$ cat src/rtl/mem_arbiter_if.sv
// Signal bundle for the three-master memory arbiter: per-master request/response
// lines plus the shared slave bus.
interface mem_arbiter_if;
    logic [63:0] m0_address_in,     m1_address_in,     m2_address_in;
    logic        m0_read_in,        m1_read_in,        m2_read_in;
    logic        m0_write_in,       m1_write_in,       m2_write_in;
    logic [3:0]  m0_write_mask_in,  m1_write_mask_in,  m2_write_mask_in;
    logic [63:0] m0_write_value_in, m1_write_value_in, m2_write_value_in;
    logic [63:0] m0_read_value_out, m1_read_value_out, m2_read_value_out;
    logic        m0_ready_out,      m1_ready_out,      m2_ready_out;
    logic        m0_error_out,      m1_error_out,      m2_error_out;

    logic [63:0] address_out;
    logic        read_out;
    logic        write_out;
    logic [3:0]  write_mask_out;
    logic [63:0] write_value_out;
    logic [63:0] read_value_in;
    logic        ready_in;

    // Arbiter view: it masters the shared bus and serves the requesters.
    modport master (
        input  m0_address_in, m1_address_in, m2_address_in,
        input  m0_read_in, m1_read_in, m2_read_in,
        input  m0_write_in, m1_write_in, m2_write_in,
        input  m0_write_mask_in, m1_write_mask_in, m2_write_mask_in,
        input  m0_write_value_in, m1_write_value_in, m2_write_value_in,
        output m0_read_value_out, m1_read_value_out, m2_read_value_out,
        output m0_ready_out, m1_ready_out, m2_ready_out,
        output m0_error_out, m1_error_out, m2_error_out,
        output address_out, read_out, write_out, write_mask_out, write_value_out,
        input  read_value_in, ready_in
    );

    // Environment view: requesters and the memory slave.
    modport slave (
        output m0_address_in, m1_address_in, m2_address_in,
        output m0_read_in, m1_read_in, m2_read_in,
        output m0_write_in, m1_write_in, m2_write_in,
        output m0_write_mask_in, m1_write_mask_in, m2_write_mask_in,
        output m0_write_value_in, m1_write_value_in, m2_write_value_in,
        input  m0_read_value_out, m1_read_value_out, m2_read_value_out,
        input  m0_ready_out, m1_ready_out, m2_ready_out,
        input  m0_error_out, m1_error_out, m2_error_out,
        input  address_out, read_out, write_out, write_mask_out, write_value_out,
        output read_value_in, ready_in
    );
endinterface

$ cat src/rtl/mem_arbiter.sv
// Round-robin arbiter sharing one memory bus between instruction fetch (m0),
// data (m1) and DMA (m2), with a per-transaction wait timeout.
module mem_arbiter #(
    parameter int unsigned TIMEOUT = 255
) (
    input  logic          clk,
    input  logic          reset,
    mem_arbiter_if.master bus
);

    typedef enum logic [1:0] {IDLE, BUSY, RESP} state_t;

    localparam logic [15:0] TIMEOUT_LAST = 16'(TIMEOUT - 1);

    state_t      state, next_state;

    logic [63:0] addr   [3];
    logic [3:0]  mask   [3];
    logic [63:0] wdata  [3];
    logic [2:0]  rd_req, wr_req, req;
    logic        req_any;
    logic [1:0]  pick;

    logic [1:0]  last_grant;
    logic [1:0]  grant_q;
    logic [63:0] addr_q, wdata_q;
    logic [3:0]  mask_q;
    logic        is_write_q;
    logic [15:0] wait_cnt;
    logic        err_q;
    logic [63:0] rd_val_q [3];
    logic        timeout_hit;

    assign addr   = '{bus.m0_address_in, bus.m1_address_in, bus.m2_address_in};
    assign mask   = '{bus.m0_write_mask_in, bus.m1_write_mask_in, bus.m2_write_mask_in};
    assign wdata  = '{bus.m0_write_value_in, bus.m1_write_value_in, bus.m2_write_value_in};
    assign rd_req = {bus.m2_read_in, bus.m1_read_in, bus.m0_read_in};
    assign wr_req = {bus.m2_write_in, bus.m1_write_in, bus.m0_write_in};
    assign req     = rd_req | wr_req;
    assign req_any = |req;

    assign timeout_hit = (wait_cnt == TIMEOUT_LAST);

    function automatic logic [1:0] next_idx(input logic [1:0] i);
        return (i == 2'd2) ? 2'd0 : i + 2'd1;
    endfunction

    // Scan from the master after the last one served, wrapping modulo 3.
    always_comb begin
        logic [1:0] cand;
        logic       found;
        // NOTE: every variable written here gets a default first, so no path infers a latch.
        pick  = 2'd0;
        found = 1'b0;
        cand  = next_idx(last_grant);
        for (int k = 0; k < 3; k++) begin
            if (!found && req[cand]) begin
                pick  = cand;
                found = 1'b1;
            end
            cand = next_idx(cand);
        end
    end

    always_ff @(posedge clk) begin
        // NOTE: state registers use non-blocking assignment so every flop samples pre-edge values.
        if (reset) state <= IDLE;
        else       state <= next_state;
    end

    always_comb begin
        next_state          = state;
        bus.address_out     = '0;
        bus.read_out        = 1'b0;
        bus.write_out       = 1'b0;
        bus.write_mask_out  = '0;
        bus.write_value_out = '0;
        unique case (state)
            IDLE: if (req_any) next_state = BUSY;
            BUSY: begin
                bus.address_out     = addr_q;
                bus.read_out        = !is_write_q;
                bus.write_out       = is_write_q;
                bus.write_mask_out  = mask_q;
                bus.write_value_out = wdata_q;
                if (bus.ready_in || timeout_hit) next_state = RESP;
            end
            RESP:    next_state = IDLE;
            default: next_state = IDLE;
        endcase
    end

    always_ff @(posedge clk) begin
        if (reset) begin
            last_grant <= 2'd2;
            grant_q    <= 2'd0;
            addr_q     <= '0;
            mask_q     <= '0;
            wdata_q    <= '0;
            is_write_q <= 1'b0;
            wait_cnt   <= '0;
            err_q      <= 1'b0;
            // NOTE: this small register array is reset explicitly because its contents are visible outputs.
            for (int i = 0; i < 3; i++) rd_val_q[i] <= '0;
        end else begin
            unique case (state)
                IDLE: if (req_any) begin
                    grant_q    <= pick;
                    addr_q     <= addr[pick];
                    mask_q     <= mask[pick];
                    wdata_q    <= wdata[pick];
                    is_write_q <= wr_req[pick];
                    wait_cnt   <= '0;
                    err_q      <= 1'b0;
                end
                BUSY: begin
                    if (bus.ready_in) begin
                        if (!is_write_q) rd_val_q[grant_q] <= bus.read_value_in;
                    end else if (timeout_hit) begin
                        err_q             <= 1'b1;
                        rd_val_q[grant_q] <= '0;
                    end else begin
                        wait_cnt <= wait_cnt + 16'd1;
                    end
                end
                RESP:    last_grant <= grant_q;
                default: ;
            endcase
        end
    end

    assign bus.m0_read_value_out = rd_val_q[0];
    assign bus.m1_read_value_out = rd_val_q[1];
    assign bus.m2_read_value_out = rd_val_q[2];

    assign bus.m0_ready_out = (state == RESP) && (grant_q == 2'd0);
    assign bus.m1_ready_out = (state == RESP) && (grant_q == 2'd1);
    assign bus.m2_ready_out = (state == RESP) && (grant_q == 2'd2);
    assign bus.m0_error_out = bus.m0_ready_out && err_q;
    assign bus.m1_error_out = bus.m1_ready_out && err_q;
    assign bus.m2_error_out = bus.m2_ready_out && err_q;

endmodule

$ cat src/flat_wrapper.sv
// flat-port wrapper written by rule: the top's interface ports become plain ports
module mem_arbiter_flat 
#(
    parameter int unsigned TIMEOUT = 255
)
  (clk, reset, bus_m0_address_in, bus_m1_address_in, bus_m2_address_in, bus_m0_read_in, bus_m1_read_in, bus_m2_read_in, bus_m0_write_in, bus_m1_write_in, bus_m2_write_in, bus_m0_write_mask_in, bus_m1_write_mask_in, bus_m2_write_mask_in, bus_m0_write_value_in, bus_m1_write_value_in, bus_m2_write_value_in, bus_m0_read_value_out, bus_m1_read_value_out, bus_m2_read_value_out, bus_m0_ready_out, bus_m1_ready_out, bus_m2_ready_out, bus_m0_error_out, bus_m1_error_out, bus_m2_error_out, bus_address_out, bus_read_out, bus_write_out, bus_write_mask_out, bus_write_value_out, bus_read_value_in, bus_ready_in);
  mem_arbiter_if bus_i ();
  input  logic clk;
  input  logic reset;
  input wire logic [$bits(bus_i.m0_address_in)-1:0] bus_m0_address_in;
  input wire logic [$bits(bus_i.m1_address_in)-1:0] bus_m1_address_in;
  input wire logic [$bits(bus_i.m2_address_in)-1:0] bus_m2_address_in;
  input wire logic [$bits(bus_i.m0_read_in)-1:0] bus_m0_read_in;
  input wire logic [$bits(bus_i.m1_read_in)-1:0] bus_m1_read_in;
  input wire logic [$bits(bus_i.m2_read_in)-1:0] bus_m2_read_in;
  input wire logic [$bits(bus_i.m0_write_in)-1:0] bus_m0_write_in;
  input wire logic [$bits(bus_i.m1_write_in)-1:0] bus_m1_write_in;
  input wire logic [$bits(bus_i.m2_write_in)-1:0] bus_m2_write_in;
  input wire logic [$bits(bus_i.m0_write_mask_in)-1:0] bus_m0_write_mask_in;
  input wire logic [$bits(bus_i.m1_write_mask_in)-1:0] bus_m1_write_mask_in;
  input wire logic [$bits(bus_i.m2_write_mask_in)-1:0] bus_m2_write_mask_in;
  input wire logic [$bits(bus_i.m0_write_value_in)-1:0] bus_m0_write_value_in;
  input wire logic [$bits(bus_i.m1_write_value_in)-1:0] bus_m1_write_value_in;
  input wire logic [$bits(bus_i.m2_write_value_in)-1:0] bus_m2_write_value_in;
  output wire logic [$bits(bus_i.m0_read_value_out)-1:0] bus_m0_read_value_out;
  output wire logic [$bits(bus_i.m1_read_value_out)-1:0] bus_m1_read_value_out;
  output wire logic [$bits(bus_i.m2_read_value_out)-1:0] bus_m2_read_value_out;
  output wire logic [$bits(bus_i.m0_ready_out)-1:0] bus_m0_ready_out;
  output wire logic [$bits(bus_i.m1_ready_out)-1:0] bus_m1_ready_out;
  output wire logic [$bits(bus_i.m2_ready_out)-1:0] bus_m2_ready_out;
  output wire logic [$bits(bus_i.m0_error_out)-1:0] bus_m0_error_out;
  output wire logic [$bits(bus_i.m1_error_out)-1:0] bus_m1_error_out;
  output wire logic [$bits(bus_i.m2_error_out)-1:0] bus_m2_error_out;
  output wire logic [$bits(bus_i.address_out)-1:0] bus_address_out;
  output wire logic [$bits(bus_i.read_out)-1:0] bus_read_out;
  output wire logic [$bits(bus_i.write_out)-1:0] bus_write_out;
  output wire logic [$bits(bus_i.write_mask_out)-1:0] bus_write_mask_out;
  output wire logic [$bits(bus_i.write_value_out)-1:0] bus_write_value_out;
  input wire logic [$bits(bus_i.read_value_in)-1:0] bus_read_value_in;
  input wire logic [$bits(bus_i.ready_in)-1:0] bus_ready_in;
  assign bus_i.m0_address_in = bus_m0_address_in;
  assign bus_i.m1_address_in = bus_m1_address_in;
  assign bus_i.m2_address_in = bus_m2_address_in;
  assign bus_i.m0_read_in = bus_m0_read_in;
  assign bus_i.m1_read_in = bus_m1_read_in;
  assign bus_i.m2_read_in = bus_m2_read_in;
  assign bus_i.m0_write_in = bus_m0_write_in;
  assign bus_i.m1_write_in = bus_m1_write_in;
  assign bus_i.m2_write_in = bus_m2_write_in;
  assign bus_i.m0_write_mask_in = bus_m0_write_mask_in;
  assign bus_i.m1_write_mask_in = bus_m1_write_mask_in;
  assign bus_i.m2_write_mask_in = bus_m2_write_mask_in;
  assign bus_i.m0_write_value_in = bus_m0_write_value_in;
  assign bus_i.m1_write_value_in = bus_m1_write_value_in;
  assign bus_i.m2_write_value_in = bus_m2_write_value_in;
  assign bus_m0_read_value_out = bus_i.m0_read_value_out;
  assign bus_m1_read_value_out = bus_i.m1_read_value_out;
  assign bus_m2_read_value_out = bus_i.m2_read_value_out;
  assign bus_m0_ready_out = bus_i.m0_ready_out;
  assign bus_m1_ready_out = bus_i.m1_ready_out;
  assign bus_m2_ready_out = bus_i.m2_ready_out;
  assign bus_m0_error_out = bus_i.m0_error_out;
  assign bus_m1_error_out = bus_i.m1_error_out;
  assign bus_m2_error_out = bus_i.m2_error_out;
  assign bus_address_out = bus_i.address_out;
  assign bus_read_out = bus_i.read_out;
  assign bus_write_out = bus_i.write_out;
  assign bus_write_mask_out = bus_i.write_mask_out;
  assign bus_write_value_out = bus_i.write_value_out;
  assign bus_i.read_value_in = bus_read_value_in;
  assign bus_i.ready_in = bus_ready_in;
  mem_arbiter #(.TIMEOUT(TIMEOUT)) u_core (.clk(clk), .reset(reset), .bus(bus_i));
endmodule
$ cat config.mk
export PLATFORM = sky130hd
export DESIGN_NAME = mem_arbiter_flat
export DESIGN_NICKNAME = d
export VERILOG_FILES = /design/src/rtl/mem_arbiter_if.sv /design/src/rtl/mem_arbiter.sv /design/src/flat_wrapper.sv
export SDC_FILE = /design/constraint.sdc
export NUM_CORES = 1
export LEC_CHECK = 0
export ABC_AREA = 1
export BUFFER_PORTS_ARGS = -buffer_cell sky130_fd_sc_hd__buf_2
export CAP_MARGIN = 20
export CORE_AREA = 2 2 316 318
export CTS_BUF_LIST = sky130_fd_sc_hd__clkbuf_8
export CTS_CLUSTER_SIZE = 28
export DETAILED_ROUTE_END_ITERATION = 10
export DIE_AREA = 0 0 318 320
export PLACE_DENSITY = 0.36
export RECOVER_POWER = 50
export SETUP_SLACK_MARGIN = 0.3
export SLEW_MARGIN = 15
export SYNTH_ARGS = -nofsm -noshare
export SYNTH_HDL_FRONTEND = slang
export SYNTH_SLANG_ARGS = --single-unit
$ cat constraint.sdc
create_clock -name clk -period 3.6 [get_ports clk]
set_input_delay 0.72 -clock clk [delete_from_list [all_inputs] [get_ports clk]]
set_output_delay 0.72 -clock clk [all_outputs]
set_load 0.01 [all_outputs]
After elaboration in Yosys (flattened, before gate mapping) --
Memory sizes are Yosys's and may differ from the RTL's. Index checks and enable logic that the tools add are counted.
Storage, ports and cells: output and inout bits 332, memory bits (writable) 192, memories kept 1, bits of input ports 469, register bits after elaboration 156, word-level logic and storage cells 113
Memories:
- u_core.rd_val_q | depth 3, bits a word 64, read ports 3, clocked after memory_dff 0, write ports 3, line mem_arbiter.sv:31 | logic [63:0] rd_val_q [3];
Operators by class: bitwise logic cells 3, order comparisons 5, muxes and demuxes 57, add/sub/neg operators 4, equal/unequal tests 13, reduce and logical (&&, ||, !) cells 21
Operators with widths (number):
- $mux 64 | 8
- $bmux 64 s2 | 2
- $reduce_or 64->1 | 1
- $mux 16 | 3
- $pmux 16 s2 | 1
- $mux 1 | 24
- $mux 2 | 9
- $add 16x1->16 const B | 1
- $eq 16x8->1 const B | 1
- $lt 2x3->1 const B | 4
- $mux 4 | 3
- $eq 2x2->1 const B | 5
- $bmux 1 s2 | 4
- $bmux 4 s2 | 1
- $logic_and 1x1->1 | 8
- $reduce_and 4->1 | 2
- $add 2x1->2 const B | 3
- $ne 2x1->1 const B | 3
- $eq 2x1->1 const B | 2
- $logic_not 2->1 | 2
- $ne 2x2->1 const B | 2
- $pmux 2 s2 | 1
- $reduce_and 2->1 | 2
- $ge 3x3->1 const B | 1
- 8 further kinds | 10

Depth between registers and ports, before layout --
depth in word-level cells 15, gate-level depth with buffers 15, depth with buffers taken out 14

Worst setup path before layout --
OpenSTA, ideal clock, no wires.
kind register to register, start register u_core.state[0], end memory u_core.rd_val_q[0][0], enable pin, cell stages (with the launch flop) 10, data arrival time 2.801 ns, clock period less this slack 3.224 ns, library setup time 0.424 ns, path slack 0.376 ns, path buffers 1, data required time 3.176 ns, path through dfxtp_1 -> inv_1 -> nor2_1 -> inv_1 -> nor2_1 -> nand2_1 -> nor2_1 -> buf_2 -> o21ai_0 -> nand2_1
RTL lines:
- from (decl) | line mem_arbiter.sv:15 | state_t state, next_state;
- from (signal assigned) | line mem_arbiter.sv:68 | else state <= next_state;
- to (decl) | line mem_arbiter.sv:31

Worst setup path in the final report --
start register u_core.last_grant[0], end register u_core.wdata_q[21]
On the way: longest elaborated chain between the ends 15, elaborated cells between the ends (all ways) 28, those cells by class 3 x add/sub; 3 x eq/ne; 17 x mux; 1 x bitwise; 4 x reduce/logical
RTL lines:
- from (decl) | line mem_arbiter.sv:24 | logic [1:0] last_grant;
- from (signal assigned) | line mem_arbiter.sv:126 | RESP: last_grant <= grant_q;
- $add 2x1->2 / $eq 2x2->1 (equally long branches) | line mem_arbiter.sv:45 | return (i == 2'd2) ? 2'd0 : i + 2'd1;
- $mux 2 (*) | line mem_arbiter.sv:45
- parallel branches: the longest is 8 deep, another holds $add 2x1->2
- $mux 2 (*) | line mem_arbiter.sv:57 | if (!found && req[cand]) begin
- $not 2->3 (implied by the code) (*) | line mem_arbiter.sv:111 | wdata_q <= wdata[pick];
- $bmux 64 s2 (*) | line mem_arbiter.sv:111
- $mux 64 (implied by the code) (*) (2 in series) | line mem_arbiter.sv:111
- to (signal assigned) | line mem_arbiter.sv:111
- to (decl) | line mem_arbiter.sv:26 | logic [63:0] addr_q, wdata_q;
Mark *: on every way between the ends. The select of a mux whose other input is x is not followed. A chain may end at the register's enable or synchronous reset.

==> impl_summary.md <==
Setup path
The stage delay of the slowest cell on the critical path is around 0.57 ns. The data arrival time of the worst path is approximately 3.7 ns. Data on the critical path is required at its endpoint by 4.17 ns. The startpoint type of the worst setup path is a flip-flop. Counting both buffers and inverters, the worst setup path holds a total of 2.

The flop-to-flop setup slack is slightly below 0.5 ns. The cell class contributing the biggest share of worst-path delay is simple AND/OR/NAND/NOR gates. The standard cell with the maximum stage delay on the critical path is sky130_fd_sc_hd__clkbuf_2. The highest fanout seen on the critical path is 24.

Traced cell by cell, the critical path runs through inv_1, nor2_2, nand2_1, nand3_2, nand2_1, nor2_4, nand2_1, nand2_1, clkbuf_2, nand3_1, a21oi_1. The startpoint-to-endpoint class of the critical path is flip-flop to flip-flop. The most common cell type on the critical path is sky130_fd_sc_hd__nand2_1. The worst setup path is captured at a flip-flop.

Power
The combinational power share is 22.3%. Of the total power, the clock network draws 36.4%. Internal power comes to 7500 uW. Summed over all cells, the static leakage comes to approximately 0.014 uW. Registers are responsible for 41.4% of the overall power. Net switching is between 30% and 40% of the power.

The total net switching power is 3890 uW. The power density of the placed cells is 440 mW/mm2. The worst vdd rail ir drop is 0.189 mV.

GRT
The combined global-route utilization of all metal layers is 18.2%. The number of global-route vias before repair is ~20000. The pin count of the biggest net entering global routing is approximately 120. The first global-routing pass estimated 138 mm of wire. Global routing finished with a remaining overflow of 0. The number of antenna violations at the first check in global routing came to 54.

Die
The die boundary height is roughly 320 um. roughly 800 I/O pins were placed. The floorplan step set the die width to 318 um. The die covers a little over 0.1 mm2. The number of standard-cell rows in the floorplan is approximately 120.

The initial utilization of the core area, before any placement, comes to between 10% and 20%. After floorplanning, the core was sized to cover ~0.098 mm2.

Placed design
The number of port buffers is 800. Detailed placement ended at an HPWL of 71.0 mm. The final weighted congestion in routability-driven placement is 0.868.

Once placement finished, the instance area stood at 0.0247 mm2.

Synth
The cell count after synthesis came out at 2729. The post-synthesis instance area is approximately 0.019 mm2. The sequential-to-total area share from yosys stat is a little under half. The average cell area after synthesis is 7.07 um2. Counting every net in the synthesized netlist gives 3200. The count of state elements after synthesis is 348. The count of warnings emitted by yosys is 0. Counting distinct cell types in the post-synthesis netlist gives 34.

Timing
The final max-slew violation count was 0. The clock skew after layout is 0.0357 ns. The final count of hold timing violations is 0. The clock period could shrink to 3.10 ns.

Setup repair after global routing left no endpoint under its margin. The final total negative setup slack is 0 ns. Setup violations remaining at the end of the flow were counted as 0. At the pin with the least slew margin, the transition time is 1.45 ns. Headroom to the max-slew limit came out at under 10%. The maximum operating frequency is 0.322 GHz.

The final clock period utilization by the worst path is between 80% and 90%.

CTS
The total CTS buffers is between 70 and 80. The later-pin clock latency in the skew report is 0.67 ns. The clock tree from TritonCTS is done. The CTS root buffer is sky130_fd_sc_hd__clkbuf_8. Hold repair after CTS inserted 0 buffers.

The clock edge transition at the registers on the reported setup and hold paths is 0.06 ns. The number of clock sinks is roughly 350. The worst-case clock buffer depth is 3. The H-tree depth is 3.

Final layout
The most common library cell in the layout ignoring fill and taps is sky130_fd_sc_hd__inv_1. After routing the design area is about 0.026 mm2. The final-stage net count is 3928. The filler cell count is 11300. The layout overhead on the synthesized area is 33.9%. Leaving out fill and tap cells, the most frequent cells in the layout are 780 x sky130_fd_sc_hd__inv_1, 608 x sky130_fd_sc_hd__buf_2, 446 x sky130_fd_sc_hd__nand2_1. The fraction of layout instances using a drive strength above 1 is 21.9%.

Run status
The run finished with clean final reports.

Job
Max-cap violations in this run came to 0.

Detailed routing
The final routed wire length divided by cell count is 20.0 um. After detailed routing, the number of vias per cell comes to 4.21. The count of TritonRoute iterations in the first routing pass is 7. After detailed routing, the number of remaining DRC violations is 0. The number of DRC markers in iteration 0 is 1341. The wire length reported by the detailed router is 96.5 mm. The total via count in the routed design is 20300. The number of nets with antenna violations after detailed routing is 0.

Min path
The worst hold path belongs to the class input port to flip-flop.
==> cells in the mapped netlist (all sizes together) <==
master / instances / area share, %
a211oi: 1 / 0.039
a21oi: 148 / 3.8
a2bb2oi: 1 / 0.045
buf: 97 / 2.7
clkbuf: 99 / 1.9
clkinv: 1 / 0.019
dfxtp: 156 / 16
edfxtp: 192 / 30
ha: 2 / 0.13
inv: 751 / 15
nand2: 449 / 8.8
nand3: 280 / 7.3
nand4: 197 / 6.4
nor2: 191 / 3.8
nor3: 12 / 0.31
nor3b: 1 / 0.039
nor4: 3 / 0.097
o211ai: 2 / 0.078
o21a: 1 / 0.039
o21ai: 137 / 3.6
o22ai: 1 / 0.032
o31ai: 1 / 0.039
or2: 1 / 0.032
xnor2: 1 / 0.045
xor2: 4 / 0.18
==> registers in the layout, summed over array words and instances, names as in the netlist <==
register	count
u_core.err_q	1
u_core.grant_q	2
u_core.is_write_q	1
u_core.last_grant	2
u_core.wdata_q	64
u_core.state	2
u_core.mask_q	4
u_core.addr_q	64
u_core.wait_cnt	16
u_core.rd_val_q	192
==> worst min-delay path, stage by stage <==
cell and delay (ns):
sky130_fd_sc_hd__buf_2 0.10, sky130_fd_sc_hd__inv_1 0.04, sky130_fd_sc_hd__nand2_1 0.04, sky130_fd_sc_hd__nand3_1 0.06
sky130_fd_sc_hd__a21oi_1 0.05
==> timing repair <==
item | 4_1_cts | 5_1_grt
endpoints found under the setup margin | 0 | 4
buffers inserted | 0 | 0
resized for setup | 0 | 1
==> metal layers <==
| metal | share of wire (%) | vias up | track usage [%] |
|---|---|---|---|
| met5 | 0.32 | - | 0 |
| met4 | 2.4 | 46 | 6.15 |
| met3 | 6.9 | 183 | 5.10 |
| met2 | 47 | 718 | 30.6 |
| met1 | 43 | 9354 | 22.4 |
| li1 | - | 9992 | - |
==> power groups by stage <==
| stage | combinational [uW] | clock [uW] | sequential (uW) |
|---|---|---|---|
| detailed placement | 2610 | 0 | 4780 |
| global route | 2840 | 4490 | 4740 |
| floorplan | 1390 | 0 | 4790 |
| global placement | 2630 | 0 | 4780 |
| CTS | 2620 | 4320 | 4710 |
| finish | 2540 | 4140 | 4710 |
==> through the flow <==
stage / worst slack, ns / instances / util [%] / hold slack, ns / total power, uW
after floorplan: 0.376 / 2729 / - / 0.444 / 6180
after global placement: 0.656 / 4668 / 25.2 / 0.463 / 7410
after detailed placement: 0.604 / 4668 / 25.2 / 0.466 / 7390
after CTS: 0.306 / 4800 / 26.6 / 0.293 / 11700
after global routing: 0.185 / 4813 / 26.4 / 0.347 / 12100
final: 0.496 / 4818 / 26.4 / 0.388 / 11400
==> path summary, 6_finish.rpt <==
kind / from / depth (start not counted) / endpoint
worst min-delay path: bus_m0_address_in[45] / 5 / u_core.addr_q[45]
worst max register to register: u_core.last_grant[0] / 11 / u_core.wdata_q[21]
worst max-delay path: u_core.last_grant[0] / 11 / u_core.wdata_q[21]
worst min register to register: u_core.wait_cnt[14] / 2 / u_core.wait_cnt[14]
==> cell families (layout without fill, tap and decap cells) <==
| logic type | Yosys count | count (layout) | synth area share (%) |
|---|---|---|---|
| simple gates | 1134 | 1134 | 26.7 |
| fa+ha+maj | 2 | 2 | 0.130 |
| flops | 348 | 348 | 46.0 |
| compound gates | 292 | 292 | 7.66 |
| xor+xnor | 5 | 5 | 0.227 |
| buf+inv | 948 | 1732 | 19.2 |
| other cells | 0 | 18 | 0 |
==> final cells by class <==
| type | count | area (um2) | area share (%) |
|---|---|---|---|
| Multi-Input combinational cell | 1433 | 6740 | 26.1 |
| Clock buffer | 85 | 1170 | 4.52 |
| Timing Repair Buffer | 848 | 4350 | 16.8 |
| Tap cell | 1287 | 1610 | 6.23 |
| Inverter | 752 | 2840 | 11.0 |
| Antenna cell | 18 | 45.0 | 0.174 |
| Sequential cell | 348 | 8890 | 34.4 |
| Clock inverter | 47 | 210 | 0.813 |
No activity file was read; power rests on OpenSTA's default activity.
